## config.mk

```make
export PLATFORM = sky130hd
export DESIGN_NAME = vend_ctrl_param
export DESIGN_NICKNAME = d
export VERILOG_FILES = /design/src/rtl/vend_pkg.sv /design/src/rtl/vend_coin_decode.sv /design/src/rtl/vend_ctrl_param.sv
export SDC_FILE = /design/constraint.sdc
export NUM_CORES = 1
export LEC_CHECK = 0
export BUFFER_PORTS_ARGS = -buffer_cell sky130_fd_sc_hd__buf_2
export CAP_MARGIN = 30
export CORE_MARGIN = 2
export CORE_UTILIZATION = 49
export CTS_CLUSTER_DIAMETER = 120
export DETAILED_ROUTE_END_ITERATION = 12
export PLACE_DENSITY = 0.76
export SYNTH_ARGS = -nofsm -noshare
export SYNTH_HDL_FRONTEND = slang
export SYNTH_SLANG_ARGS = --single-unit
```

## constraint.sdc

```tcl
create_clock -name clk -period 3.27 [get_ports clk]
set_clock_uncertainty 0.2 [all_clocks]
set_input_delay 0.8175 -clock clk [delete_from_list [all_inputs] [get_ports clk]]
set_output_delay 0.8175 -clock clk [all_outputs]
set_load 0.05 [all_outputs]
```

## src/rtl/vend_pkg.sv

```systemverilog
// Shared types and constants for the vending controller slice.
package vend_pkg;

  typedef enum logic [1:0] {
    IDLE    = 2'd0,
    COLLECT = 2'd1,
    VEND    = 2'd2,
    CHANGE  = 2'd3
  } vend_state_e;

  localparam logic [1:0] COIN_NONE = 2'b00;
  localparam logic [1:0] COIN_1    = 2'b01;
  localparam logic [1:0] COIN_2    = 2'b10;
  localparam logic [1:0] COIN_3    = 2'b11;

endpackage

```

## src/rtl/vend_coin_decode.sv

```systemverilog
// Combinational coin-code to credit-value map; code 00 is worth nothing.
module vend_coin_decode
  import vend_pkg::*;
#(
  parameter int CREDIT_W  = 6,
  parameter int COIN1_VAL = 5,
  parameter int COIN2_VAL = 10,
  parameter int COIN3_VAL = 20
) (
  input  logic [1:0]          coin,
  output logic [CREDIT_W-1:0] val
);

  // Select the configured value for the presented coin code.
  always_comb begin
    val = '0;
    case (coin)
      COIN_1:  val = CREDIT_W'(COIN1_VAL);
      COIN_2:  val = CREDIT_W'(COIN2_VAL);
      COIN_3:  val = CREDIT_W'(COIN3_VAL);
      default: val = '0;
    endcase
  end

endmodule

```

## src/rtl/vend_ctrl_param.sv

```systemverilog
// Parametrised vending controller: credit accumulator, vend pulse and
// change/refund port. Change and refund exist only when VEND_CHANGE_EN is
// defined; otherwise overpayment is forfeited and cancel is ignored.
//
// Change port handshake: chg_valid rises with chg_amt and both hold steady
// until a rising edge where chg_valid && chg_ready; that edge completes the
// transfer and chg_valid drops on the following cycle.
module vend_ctrl_param
  import vend_pkg::*;
#(
  parameter int PRICE     = 15,
  parameter int CREDIT_W  = 6,
  parameter int COIN1_VAL = 5,
  parameter int COIN2_VAL = 10,
  parameter int COIN3_VAL = 20
) (
  input  logic                clk,
  input  logic                rst,
  input  logic [1:0]          coin,
  input  logic                cancel,
  input  logic                chg_ready,
  output logic                vend,
  output logic                coin_rej,
  output logic                chg_valid,
  output logic [CREDIT_W-1:0] chg_amt,
  output logic [CREDIT_W-1:0] credit,
  output logic                busy,
  output vend_state_e         state_dbg
);

  localparam logic [CREDIT_W:0]   PRICE_X = (CREDIT_W+1)'(PRICE);
  localparam logic [CREDIT_W-1:0] PRICE_C = CREDIT_W'(PRICE);

`ifdef VEND_CHANGE_EN
  localparam bit CHG_EN = 1'b1;
  logic cancel_i;
  logic chg_ready_i;
  assign cancel_i    = cancel;
  assign chg_ready_i = chg_ready;
`else
  localparam bit CHG_EN = 1'b0;
  logic cancel_i;
  logic chg_ready_i;
  logic unused_chg_inputs;
  assign cancel_i          = 1'b0;
  assign chg_ready_i       = 1'b0;
  assign unused_chg_inputs = cancel ^ chg_ready;
`endif

  vend_state_e         state_q, state_d;
  logic [CREDIT_W-1:0] credit_q, credit_d;
  logic [CREDIT_W-1:0] chg_amt_q, chg_amt_d;
  logic                vend_q, vend_d;
  logic                coin_rej_q, coin_rej_d;
  logic                chg_valid_q, chg_valid_d;
  logic                busy_q, busy_d;

  logic [CREDIT_W-1:0] coin_val;
  logic [CREDIT_W:0]   sum;
  logic                coin_present;
  logic [CREDIT_W-1:0] excess;

  vend_coin_decode #(
    .CREDIT_W (CREDIT_W),
    .COIN1_VAL(COIN1_VAL),
    .COIN2_VAL(COIN2_VAL),
    .COIN3_VAL(COIN3_VAL)
  ) u_decode (
    .coin(coin),
    .val (coin_val)
  );

  // One extra bit on the sum exposes accumulator overflow.
  assign sum          = {1'b0, credit_q} + {1'b0, coin_val};
  assign coin_present = (coin != COIN_NONE);
  assign excess       = credit_q - PRICE_C;

  // Next-state, accumulator and registered-output computation.
  always_comb begin
    state_d    = state_q;
    credit_d   = credit_q;
    chg_amt_d  = chg_amt_q;
    coin_rej_d = 1'b0;
    case (state_q)
      IDLE, COLLECT: begin
        if ((state_q == COLLECT) && cancel_i) begin
          // Refund wins over a simultaneous coin, which goes back.
          state_d    = CHANGE;
          chg_amt_d  = credit_q;
          coin_rej_d = coin_present;
        end else if (coin_present) begin
          if (sum[CREDIT_W]) begin
            coin_rej_d = 1'b1;
          end else begin
            credit_d = sum[CREDIT_W-1:0];
            state_d  = (sum >= PRICE_X) ? VEND : COLLECT;
          end
        end
      end
      VEND: begin
        coin_rej_d = coin_present;
        if (CHG_EN && (excess != '0)) begin
          state_d   = CHANGE;
          chg_amt_d = excess;
        end else begin
          state_d  = IDLE;
          credit_d = '0;
        end
      end
      CHANGE: begin
        coin_rej_d = coin_present;
        if (chg_valid_q && chg_ready_i) begin
          state_d   = IDLE;
          credit_d  = '0;
          chg_amt_d = '0;
        end
      end
      default: begin
        state_d  = IDLE;
        credit_d = '0;
      end
    endcase
    vend_d      = (state_d == VEND);
    chg_valid_d = (state_d == CHANGE);
    busy_d      = (state_d == VEND) || (state_d == CHANGE);
  end

  // State and output registers with synchronous reset.
  always_ff @(posedge clk) begin
    if (rst) begin
      state_q     <= IDLE;
      credit_q    <= '0;
      chg_amt_q   <= '0;
      vend_q      <= 1'b0;
      coin_rej_q  <= 1'b0;
      chg_valid_q <= 1'b0;
      busy_q      <= 1'b0;
    end else begin
      state_q     <= state_d;
      credit_q    <= credit_d;
      chg_amt_q   <= chg_amt_d;
      vend_q      <= vend_d;
      coin_rej_q  <= coin_rej_d;
      chg_valid_q <= chg_valid_d;
      busy_q      <= busy_d;
    end
  end

  assign vend      = vend_q;
  assign coin_rej  = coin_rej_q;
  assign chg_valid = chg_valid_q;
  assign chg_amt   = chg_amt_q;
  assign credit    = credit_q;
  assign busy      = busy_q;
  assign state_dbg = state_q;

endmodule

```

==> metrics, run 1 <==
routed vias/inst 5.20; # IOs 24; final setup fails 0; Register Area 220 um^2; FF+latch count, synth 11; initial antenna violation count 0; grt ovf 0; Port Buffer Count 15; CP endpoint kind flop; std cell rows 14; DRC viols 0; CP Launch Type input port; Max VDD drop 0.494 mV; Placer Congestion 0.849; Worst Path Arrival 2830 ps; post-CTS setup buffer count 0; multi-input logic area 503 um^2; Pleak 0.466 nW; setup TNS 0 ps; critical setup path kind input port to flop; worst-path maximum fanout 13; Root Driver clkbuf_4; ys async rst share 0%; worst reg2reg setup slack 890 ps; Clock transition at path regs 70 ps; final hold violations 0; CTS tree yes; vias post-DR 635; Worst R2R Start credit[0]; Final #Nets 119; depth of the CTS H-tree 1; met2 WL 691 um; synth top area cells dfxtp_1 (27%), ha_1 (7.8%), buf_4 (6.6%); Post-CTS Hold Buffers 0; CP required 3280 ps; Distinct cells, synth 38; metal1 wirelength 677 um; max_slew headroom 62.0%; Final Non-Filler Cells 122; Avg Inst Size Synth 8.81 um^2; Post-Syn Area 802 um^2; Tmin final 2830 ps; Critical-path top delay cell mux2_1; CP Cell Sequence buf_2 > nor2b_1 > ha_1 > inv_1 > fa_1 > and2b_1 > o221a_4 > o32ai_4 > mux2_1 > nor2_1; hold crit path type flop to flop; Worst R2R Path Depth 8; router iterations before antenna repair 4; P per Cell Area 918 nW/um^2; Overall Global Routing Usage 16.8%; Initial Util 52.6%; r2r endpoint credit[1]; DIE HEIGHT 44.5 um; fillers 154; max layer used met3; Gates resized, CTS repair 0; RSZ-0062 raised after global routing false; cell taking the most area after synthesis dfxtp_1; dpl cells 118; status completed; sequential fraction of the synthesis area 27.5%; die width 44.5 um; worst min-delay path endpoint credit[3]; TritonCTS Sinks 11; Syn Inst Count 91; Worst Setup Slack, final 441 ps; fin. max-slew vios 0; post-synth top area share 27.5%; clk buf depth 2; Final HPWL DP 1.19 mm; core area 1520 um^2; fraction of layout cells with a size suffix above 1 22.6%; Synth Warn # 0; crit-path max cell delay 390 ps; Iteration-0 DRC Markers 10; DIE AREA 1980 um^2; P&R area growth vs syn 8.58%; first-pass GRT wire length 2.42 mm; vias in the first global route 578; most common cell after layout, fill and taps aside buf_2; Tcrit/Tclk final 86.5%; final wirelength 1.43 mm; Hold Path Stages 2; clk_lat worst skew 260 ps; DR WL met3 59 um; cts bufs inserted 3; Hold Crit Start credit[3]; largest net degree at the start of global routing 14; post-route ant nets 0; setup slack after placement 167 ps; leading register cell type out of synthesis dfxtp_1; Post-synth EDFFs 0; f_max 354 MHz; # Max-Cap Violations 0; wire length per cell 11.7 um; Worst Max-Slew Pin Slew 570 ps; Antenna diodes 0; commonest cells after routing, fill and taps aside buf_2 (15), dfxtp_1 (11), nor2_1 (8)
## worst max-delay path by stage
stage | start | endpoint | slack [ps]
after floorplan | coin[0] | credit[0] | 480
after global placement | coin[0] | credit[1] | 230
after detailed placement | coin[0] | credit[1] | 170
after CTS | coin[0] | credit[1] | 440
after global routing | coin[0] | credit[1] | 310
final | coin[0] | credit[1] | 440
## Yosys cell counts, drive strengths merged (2+ instances only)
master / n
buf: 8
and2b: 2
nand3: 3
dfxtp: 11
nand3b: 2
nand2: 7
inv: 7
xnor2: 2
a31oi: 2
nor2: 8
or2: 2
nand2b: 3
ha: 5
mux2i: 2
a41o: 2
a211oi: 2
o21bai: 2
o21ai: 2
a21oi: 4
nor2b: 2
## final cells by class
type	count	share of cell area [%]
inverters	7	3.02
flip-flops and latches	11	25.3
multi-input cells	69	57.8
well taps	16	2.30
repair buffers	15	8.62
clock buffers	4	3.02
## critical path, delay by kind of cell
kind / cells / cell delay [ps]
adder cells (fa/ha/maj): 2 / 410
AO/OA/AOI/OAI: 2 / 600
buffers and inverters: 2 / 200
AND/OR/NAND/NOR: 3 / 420
multiplexers: 1 / 390
## registers in the layout (all words and copies together) (netlist names)
register	cells
coin_rej	1
chg_valid	1
busy	1
credit	6
vend	1
state_dbg	1
## per-layer routing
layer  GRT usage (%)  vias to the layer above
met1            20.3                      286
met2            29.1                       12
met4            1.82                        0
met3            6.12                        0
li1                -                      337
met5               0                        -
## logic make-up (layout without fill, tap and decap cells)
logic type               Yosys count  in the layout  synth area share [%]
AO/OA/AOI/OAI                     20             20                  22.2
other                              1              6                 0.468
flip-flops                        11             11                  27.5
adder cells (fa/ha/maj)            6              6                  10.3
multiplexers                       3              3                  3.90
XOR/XNOR                           2              2                  2.18
buffers and inverters             16             26                  12.2
AND/OR/NAND/NOR                   32             32                  21.4
## where the power goes
group / switching (mW) / total [mW] / internal [mW] / leakage (nW)
sequential: 0.0365 / 0.215 / 0.179 / 0.0905
combinational: 0.338 / 0.495 / 0.157 / 0.361
clock: 0.0421 / 0.0892 / 0.0471 / 0.0150
## metrics by stage
step                util, %  hold WS, ps  area, um^2  power (mW)
floorplan                 -          525         821       0.645
global placement       55.4          301         845       0.705
detailed placement     55.4          307         845       0.717
CTS                    57.1          319         871       0.810
global route           57.1          347         871       0.859
finish                 57.1          315         871       0.799
Note: power is estimated with default switching activity, not from simulation.
==> run 2: changes to the inputs <==
ABC_AREA = 1   (was default)
CORE_UTILIZATION = 50   (was 49)
GPL_TIMING_DRIVEN = 1   (was default)
PLACE_DENSITY = 0.77   (was 0.76)
==> metrics, run 2 <==
Syn Inst Count 125 (+37%); Placer Congestion 0.897 (+5.7%); CP Launch Type input port; post-CTS setup buffer count 0 (unchanged); clk_lat worst skew 270 ps (about the same); synth top area cells dfxtp_1 (26%), nand2_1 (15%), inv_1 (7.6%); Synth Warn # 0 (unchanged); Post-CTS Hold Buffers 0 (unchanged); core area 1540 um^2 (+1.1%); Post-synth EDFFs 0 (unchanged); max FFs per register 6 (unchanged); sw frac 51.6% (-0.52 points); worst-path maximum fanout 5 (-8); Final #Nets 153 (+29%); clock power share 14.8% (+3.6 points); CP endpoint kind flop; Gates resized, CTS repair 0 (unchanged); DR WL met3 99 um (+68%); setup TNS 0 ps (unchanged); first-pass GRT wire length 2.73 mm (+13%); Worst Path Arrival 2600 ps (-230 ps); CP required 3280 ps (about the same); most common cell after layout, fill and taps aside nand2_1; cts bufs inserted 3 (unchanged); met2 WL 747 um (+8.1%); f_max 387 MHz (+9.3%); DIE HEIGHT 44.9 um (+1.1%); Combinational Power Share 55.0% (-6.9 points); final wirelength 1.62 mm (+13%); Iteration-0 DRC Markers 31 (+21); final setup fails 0 (unchanged); # Max-Cap Violations 0 (unchanged); largest net degree at the start of global routing 11 (-3); sequential fraction of the synthesis area 26.3% (-1.2 points); Distinct cells, synth 22 (-42%); Root Driver clkbuf_4; # IOs 24 (unchanged); Worst R2R Path Depth 10 (+2); final hold violations 0 (unchanged); Tmin final 2590 ps (-242 ps); worst setup path endpoint credit[3]; initial antenna violation count 0 (unchanged); die width 44.9 um (+1.1%); std cell rows 14 (unchanged); post-synth top area share 26.3% (-1.2 points); cell taking the most area after synthesis dfxtp_1; Port Buffer Count 15 (unchanged); Overall Global Routing Usage 18.2% (+1.4 points); Max VDD drop 0.448 mV (-9.4%); P per Cell Area 684 nW/um^2 (-25%); Hold Crit Start credit[0]; FF+latch count, synth 11 (unchanged); top post-synthesis cells by count nand2_1 (34), inv_1 (17), nor2_1 (14), dfxtp_1 (11); commonest cells after routing, fill and taps aside nand2_1 (34), inv_1 (17), buf_2 (15); Post-Syn Area 838 um^2 (+4.5%); cell with the most instances after synthesis nand2_1; grt ovf 0 (unchanged); routed vias/inst 4.96 (-4.8%); worst reg2reg setup slack 1160 ps (+270 ps); post-route ant nets 0 (unchanged); DRC viols 0 (unchanged); critical setup path kind input port to flop; fin. max-slew vios 0 (unchanged); Worst R2R Start credit[0]; NetSw 0.324 mW (-22%); fraction of layout cells with a size suffix above 1 20.0% (-2.6 points); Clock transition at path regs 70 ps (about the same); clk buf depth 2 (unchanged); ys async rst share 0% (unchanged); hold_ws 291 ps (-23.7 ps); status completed; vias in the first global route 663 (+15%); DIE AREA 2020 um^2 (+2.2%); fillers 132 (-14%); Initial Util 54.4% (+1.8 points); wire length per cell 10.4 um (-11%); RSZ-0062 raised after global routing false; vias post-DR 773 (+22%); launch point of the worst path coin[0]; metal1 wirelength 760 um (+12%); Flop pwr share 30.2% (+3.3 points); TritonCTS Sinks 11 (unchanged); Avg Inst Size Synth 6.71 um^2 (-24%); Antenna diodes 0 (unchanged); P&R area growth vs syn 9.55%; max layer used met4; internal power 0.304 mW (-21%); CTS tree yes; hold crit path type flop to flop; leading register cell type out of synthesis dfxtp_1; r2r endpoint credit[3]; Tcrit/Tclk final 79.1% (-7.4 points); Pleak 0.544 nW (+17%); router iterations before antenna repair 4 (unchanged); depth of the CTS H-tree 1 (unchanged); Final HPWL DP 1.29 mm (+8.7%)
[run 2: changes by cell type after synthesis, sizes merged, moves of 3 or more]
cell / delta
inv: +12
nand2b: -3
nand3: +6
nor2: +7
nand2: +29
a21oi: +6
[run 2: how the worst min path moves through the flow]
stage | slack (ps) | end | depth (start not counted)
global placement | 280 | credit[0] | 2
global route | 330 | credit[0] | 2
floorplan | 500 | credit[0] | 2
finish | 290 | credit[0] | 2
detailed placement | 290 | credit[0] | 2
CTS | 300 | credit[0] | 2
[run 2: power groups by stage]
| stage | combinational, mW | sequential [mW] | clock, mW |
|---|---|---|---|
| after floorplan | 0.196 | 0.286 | 0 |
| after global placement | 0.340 | 0.192 | 0 |
| after detailed placement | 0.344 | 0.193 | 0 |
| after CTS | 0.347 | 0.190 | 0.0949 |
| after global routing | 0.381 | 0.194 | 0.100 |
| final | 0.346 | 0.190 | 0.0929 |
[run 2: cell families (layout without fill, tap and decap cells)]
| group | Yosys count | count (layout) | synth area share, % |
|---|---|---|---|
| AO/OA/AOI/OAI | 13 | 13 | 8.96 |
| adder cells (fa/ha/maj) | 6 | 6 | 9.85 |
| buffers and inverters | 28 | 38 | 15.7 |
| flip-flops | 11 | 11 | 26.3 |
| other | 1 | 6 | 0.447 |
| AND/OR/NAND/NOR | 66 | 66 | 38.8 |
[run 2: per-layer routing]
| metal | track usage, % | vias to the layer above |
|---|---|---|
| met4 | 2.35 | 0 |
| li1 | - | 410 |
| met1 | 25.5 | 338 |
| met3 | 6.00 | 2 |
| met2 | 28.0 | 23 |
| met5 | 0 | - |
[run 2: critical path: stages]
cell     delay [ps]
buf_2           120
inv_1            40
nor2_1          110
ha_1            200
inv_1            60
fa_1            380
inv_1           130
nand4_2         140
nand3_4         160
nand2_1          70
nand2_1         140
nand2_1          80
a21oi_1         130
[run 2: stage by stage]
step                total power, mW  instance area (um^2)  worst slack (ps)  util, %  cells
floorplan                     0.483                   857               788        -    130
global placement              0.532                   892               481     57.9    152
detailed placement            0.538                   892               425     57.9    152
CTS                           0.632                   918               700     59.6    156
global route                  0.675                   918               503     59.6    156
finish                        0.628                   918               683     59.6    156
[run 2: cell type report]
cell class	instances	area, um^2	area share, %
clock buffers	4	26.3	2.86
repair buffers	15	75.1	8.17
flip-flops and latches	11	220	24.0
inverters	19	71.3	7.77
well taps	16	20.0	2.18
multi-input cells	91	505	55.0
